$ cat config.mk
export PLATFORM = sky130hd
export DESIGN_NAME = pipe_hazard_ctrl
export DESIGN_NICKNAME = d
export VERILOG_FILES = /design/src/rtl/pipe_hazard_ctrl_pkg.sv /design/src/rtl/pipe_hazard_ctrl_sat_counter.sv /design/src/rtl/pipe_hazard_ctrl.sv
export SDC_FILE = /design/constraint.sdc
export NUM_CORES = 1
export LEC_CHECK = 0
export ABC_CLOCK_PERIOD_IN_PS = 2100
export CAP_MARGIN = 20
export CORE_AREA = 2 2 48 95
export DETAILED_ROUTE_END_ITERATION = 16
export DIE_AREA = 0 0 50 97
export GPL_TIMING_DRIVEN = 0
export PLACE_DENSITY = 0.67
export SLEW_MARGIN = 10
export SYNTH_ARGS = -nofsm -noshare
export SYNTH_HDL_FRONTEND = slang
export SYNTH_SLANG_ARGS = --single-unit
$ cat constraint.sdc
create_clock -name clk -period 2.1 [get_ports clk]
set_input_delay 0.21 -clock clk [delete_from_list [all_inputs] [get_ports clk]]
set_output_delay 0.21 -clock clk [all_outputs]
set_load 0.01 [all_outputs]
$ cat src/rtl/pipe_hazard_ctrl_pkg.sv
// Shared pipeline package: register field width, counter width,
// hazard-controller FSM states and the load-use hazard predicate.
package pipe_hazard_ctrl_pkg;

  localparam int REG_ADDR_W  = 5;
  localparam int FLUSH_CNT_W = 16;
  localparam int WAIT_CNT_W  = 8;

  typedef enum logic [1:0] {
    RUN      = 2'd0,
    MEM_WAIT = 2'd1,
    ERR      = 2'd2
  } state_e;

  function automatic logic load_use(
    input logic                  ex_memread,
    input logic [REG_ADDR_W-1:0] ex_rt,
    input logic [REG_ADDR_W-1:0] id_rs,
    input logic [REG_ADDR_W-1:0] id_rt
  );
    return ex_memread && (ex_rt != '0) &&
           ((ex_rt == id_rs) || (ex_rt == id_rt));
  endfunction

endpackage

$ cat src/rtl/pipe_hazard_ctrl_sat_counter.sv
// Saturating up-counter with synchronous active-high reset;
// holds at all-ones instead of wrapping.
module sat_counter
  import pipe_hazard_ctrl_pkg::*;
#(
  parameter int WIDTH = FLUSH_CNT_W
) (
  input  logic             clk,
  input  logic             reset,
  input  logic             inc,
  output logic [WIDTH-1:0] count
);

  logic [WIDTH-1:0] cnt_q;
  logic [WIDTH-1:0] cnt_d;

  always_comb begin
    cnt_d = cnt_q;
    if (inc && (cnt_q != '1)) begin
      cnt_d = cnt_q + 1'b1;
    end
  end

  always_ff @(posedge clk) begin
    if (reset) begin
      cnt_q <= '0;
    end else begin
      cnt_q <= cnt_d;
    end
  end

  assign count = cnt_q;

endmodule

$ cat src/rtl/pipe_hazard_ctrl.sv
// Pipeline hazard controller: load-use stall, branch/jump flush,
// data-memory wait with timeout and a saturating flush counter.
module pipe_hazard_ctrl
  import pipe_hazard_ctrl_pkg::*;
#(
  parameter int TIMEOUT = 255
) (
  input  logic                   clk,
  input  logic                   reset,
  input  logic [REG_ADDR_W-1:0]  id_rs,
  input  logic [REG_ADDR_W-1:0]  id_rt,
  input  logic [REG_ADDR_W-1:0]  ex_rt,
  input  logic                   ex_memread,
  input  logic                   jump,
  input  logic                   bne,
  input  logic                   jr,
  input  logic                   mem_access,
  input  logic                   dmem_ready,
  output logic                   pc_write,
  output logic                   ifid_write,
  output logic                   pipe_en,
  output logic                   if_flush,
  output logic                   id_flush,
  output logic                   timeout_err,
  output logic [FLUSH_CNT_W-1:0] flush_cnt
);

  localparam logic [WAIT_CNT_W-1:0] WAIT_LAST = WAIT_CNT_W'(TIMEOUT - 1);

  state_e                state_q;
  state_e                state_d;
  state_e                state_eff;
  logic [WAIT_CNT_W-1:0] wait_cnt_q;
  logic [WAIT_CNT_W-1:0] wait_cnt_d;
  logic                  timeout_err_q;
  logic                  timeout_err_d;
  logic                  lu;
  logic                  ms;
  logic                  issue;

  assign lu = load_use(ex_memread, ex_rt, id_rs, id_rt);
  assign ms = mem_access && !dmem_ready;

  always_comb begin
    state_d       = state_q;
    wait_cnt_d    = wait_cnt_q;
    issue         = 1'b0;
    pc_write      = 1'b0;
    ifid_write    = 1'b0;
    pipe_en       = 1'b0;
    if_flush      = 1'b0;
    id_flush      = 1'b0;
    // A reset cycle behaves as RUN on the live inputs.
    state_eff     = reset ? RUN : state_q;

    unique case (state_eff)
      RUN: begin
        if (ms) begin
          state_d    = MEM_WAIT;
          wait_cnt_d = '0;
        end else begin
          issue = 1'b1;
        end
      end
      MEM_WAIT: begin
        if (!dmem_ready) begin
          wait_cnt_d = wait_cnt_q + 1'b1;
          if (wait_cnt_q == WAIT_LAST) begin
            state_d = ERR;
          end
        end else begin
          issue   = 1'b1;
          state_d = RUN;
        end
      end
      ERR: begin
        state_d = ERR;
      end
      default: begin
        state_d = RUN;
      end
    endcase

    if (issue) begin
      if (lu) begin
        pipe_en  = 1'b1;
        id_flush = 1'b1;
      end else begin
        pc_write   = 1'b1;
        ifid_write = 1'b1;
        pipe_en    = 1'b1;
        if_flush   = jump | bne | jr;
        id_flush   = bne | jr;
      end
    end

    timeout_err_d = timeout_err_q | (state_d == ERR);
  end

  always_ff @(posedge clk) begin
    if (reset) begin
      state_q       <= RUN;
      wait_cnt_q    <= '0;
      timeout_err_q <= 1'b0;
    end else begin
      state_q       <= state_d;
      wait_cnt_q    <= wait_cnt_d;
      timeout_err_q <= timeout_err_d;
    end
  end

  assign timeout_err = timeout_err_q;

  sat_counter #(
    .WIDTH(FLUSH_CNT_W)
  ) u_flush_cnt (
    .clk   (clk),
    .reset (reset),
    .inc   (if_flush),
    .count (flush_cnt)
  );

endmodule

==> impl_metrics.toml <==
[cells_and_area]
fillerInstances = 384
area_delta_synth_final_pct = 43.21
final_cell_count_no_fill = 303
ff_latch_area_um2 = 546.8
final_common_cell = "clkdlybuf4s50_1"
antennaDiodeCount = 0
utilization_pct = 56.50
layout_common_cells = "clkdlybuf4s50_1, dfxtp_1, nor2_1"
multi_input_area_um2 = 1079
nNetsFinal = 278
final_layout_size_suffix_gt1_share_pct = 19.92

[routing]
drc_errors = 0
viasPerCell = 5.535
antenna_left = 0
firstDrtPassIters = 4
wl_mm = 4.437
avgRoutedWirePerCell_um = 14.64
drt_iter0_markers = 38
via_count = 1677

[global_routing]
track_usage_pct = 20.14
grt_max_degree = 17
grt_overflow = 0
grt_antenna_before_repair = 0
grt_pass1_vias = 1679
grt_pass1_wl_mm = 7.700

[cts]
clock_path_buffers = 2
cts-root-buf = "clkbuf_8"
cts_sinks = 27
clk_latency_ns = 0.27
cts_tree = "done"
clk_pin_slew_ns = 0.10
numCtsBuffers = 3
cts_max_level = 1

[timing]
final_max_slew_viol_count = 0
setup_viol = 0
relSlewSlack_pct = 63.48
period_needed_ns = 2.070
skew_ns = 0.005851
hold_ws_ns = 0.4686
fmax_ghz = 0.4830
worst_pin_slew_ns = 0.5437
fin_ws_ns = 0.02979
post-route-period-util_pct = 98.58
final_hold_viol_count = 0
rsz0062_at_grt = "no"

[placed_design]
dp_slack_ns = -0.9542
post-dp-hpwl_mm = 3.339
placed_cells = 292
gp_congestion = 0.8074
port_buffers = 44

[critical_path]
arrival_ns = 2.24
path_max_fanout = 5
cp_data_required_time_ns = 2.27
r2r-start = "state_q[0]$_SDFF_PP0_"
cp-end-kind = "flip-flop"
cp-start-kind = "primary input"
rr_worst_depth = 6
worstReg2RegEnd = "u_flush_cnt.count[13]$_SDFFE_PP0P_"
ff2ff_setup_slack_ns = 0.07
criticalPathCategory = "primary input to flip-flop"

[status]
status = "complete, no violations"

[power]
p_per_area_nw_per_um2 = 445.2
ir_drop_uv = 364.7
p_leak_nw = 0.7417

[synthesis]
synth_edf_count = 0
synth_cell_types = 37
yosysSeqAreaShare_pct = 33.51
yosysWarnings = 0
synthArstFlopShare_pct = 0
syn-mean-instance-area_um2 = 8.229
ys_ff_latch = 27
postSynthCellCount = 196
synth_flop_cell = "dfxtp_1"
syn-num-nets = 222
synth_area_um2 = 1613

[floorplanning]
rows = 33
start_util_pct = 39.46
die_w_um = 50
dieArea_um2 = 4850
core_area_um2 = 4088
die_h_um = 97
io_pins = 45

[flow_run]
maxCapViolations = 0

[min_path]
hp-class = "flip-flop to flip-flop"
whs_path_depth = 2
hold_end = "timeout_err$_SDFF_PP0_"
min_from = "timeout_err$_SDFF_PP0_"
-- flip-flops by register name, summed over array words and instances, names as in the netlist --
name,cells
timeout_err,1
u_flush_cnt.count,16
wait_cnt_q,8
state_q,2
-- worst max path at each step --
stage / cells after the start / slack, ns / from / to
after detailed placement: 10 / -0.95 / ex_rt[2] / pc_write
after floorplan: 8 / 0.04 / ex_rt[1] / pc_write
final: 6 / 0.03 / dmem_ready / u_flush_cnt.count[13]$_SDFFE_PP0P_
after CTS: 8 / 0.01 / u_flush_cnt.count[0]$_SDFFE_PP0P_ / u_flush_cnt.count[10]$_SDFFE_PP0P_
after global routing: 6 / 0.003 / dmem_ready / u_flush_cnt.count[13]$_SDFFE_PP0P_
after global placement: 10 / -0.92 / ex_rt[1] / pc_write
-- report_power, final --
| part | switching (mW) | total (mW) | leakage [nW] | internal [mW] |
|---|---|---|---|---|
| Combinational | 0.0947 | 0.199 | 0.500 | 0.104 |
| Sequential | 0.0117 | 0.531 | 0.220 | 0.519 |
| Clock | 0.164 | 0.298 | 0.0217 | 0.134 |
-- stage by stage --
stage	setup TNS [ns]	total power [mW]	area, µm²
after floorplan	0	0.6276	1613
after global placement	-8.095	0.7224	2118
after detailed placement	-8.629	0.7247	2118
after CTS	0	1.044	2300
after global routing	0	1.084	2310
final	0	1.028	2310
-- cell type report --
| cell class | instances | area share [%] |
|---|---|---|
| Multi-Input combinational cell | 153 | 46.70 |
| Timing Repair Buffer | 52 | 20.59 |
| Sequential cell | 27 | 23.67 |
| Buffer | 7 | 2.817 |
| Tap cell | 52 | 2.817 |
| Clock buffer | 3 | 1.788 |
| Inverter | 8 | 1.300 |
| Clock inverter | 1 | 0.3250 |
-- cell usage after synthesis (2+ instances only) --
master    count  share of area (%)
xor2_1        2                1.1
buf_2         2               0.62
clkbuf_1      2               0.47
nor3_1        7                2.2
inv_1         8                1.9
nor4_4        3                4.0
or3_1         8                3.1
nor2b_1       7                2.7
mux2_1        3                2.1
a211oi_1      2               0.93
nand2_1      15                3.5
xnor2_1      11                6.0
ha_1          3                2.3
mux2_2        2                1.4
o31ai_1       6                2.8
nand2b_1      4                1.6
nor2_1       18                4.2
nor4_1        5                1.9
a21oi_1      15                4.7
nand3_1      13                4.0
buf_6         2                1.4
o21ai_0       6                1.9
nand4_1       5                1.9
or4_1         7                3.3
dfxtp_1      27                 34
buf_4         2               0.93
-- routing by layer --
layer  track usage, %  routed length [µm]
met4            10.68                 144
met5                0                   0
met2            38.87                2695
met3            1.543                  85
met1            19.83                1512
-- critical path, stage by stage --
cell,delay (ns)
clkdlybuf4s50_1,0.57
a21oi_4,0.09
or3_4,0.39
or3_4,0.36
nor4_4,0.29
mux2_1,0.34
-- logic make-up after synthesis --
logic type               share of synthesized area [%]
adder cells (fa/ha/maj)                          2.328
multiplexers                                     3.491
flip-flops                                       33.51
AO/OA/AOI/OAI                                    14.28
AND/OR/NAND/NOR                                  34.06
buffers and inverters                            5.275
XOR/XNOR                                         7.060
-- repair_timing --
| item | in CTS | in global routing |
|---|---|---|
| hold buffers | 0 | 0 |
| endpoints found under the setup margin | 17 | 7 |
| setup buffers | 8 | 0 |
| gates resized for setup | 51 | 9 |
| pin swaps | 8 | 4 |
Power figures use the tool's default switching activity.
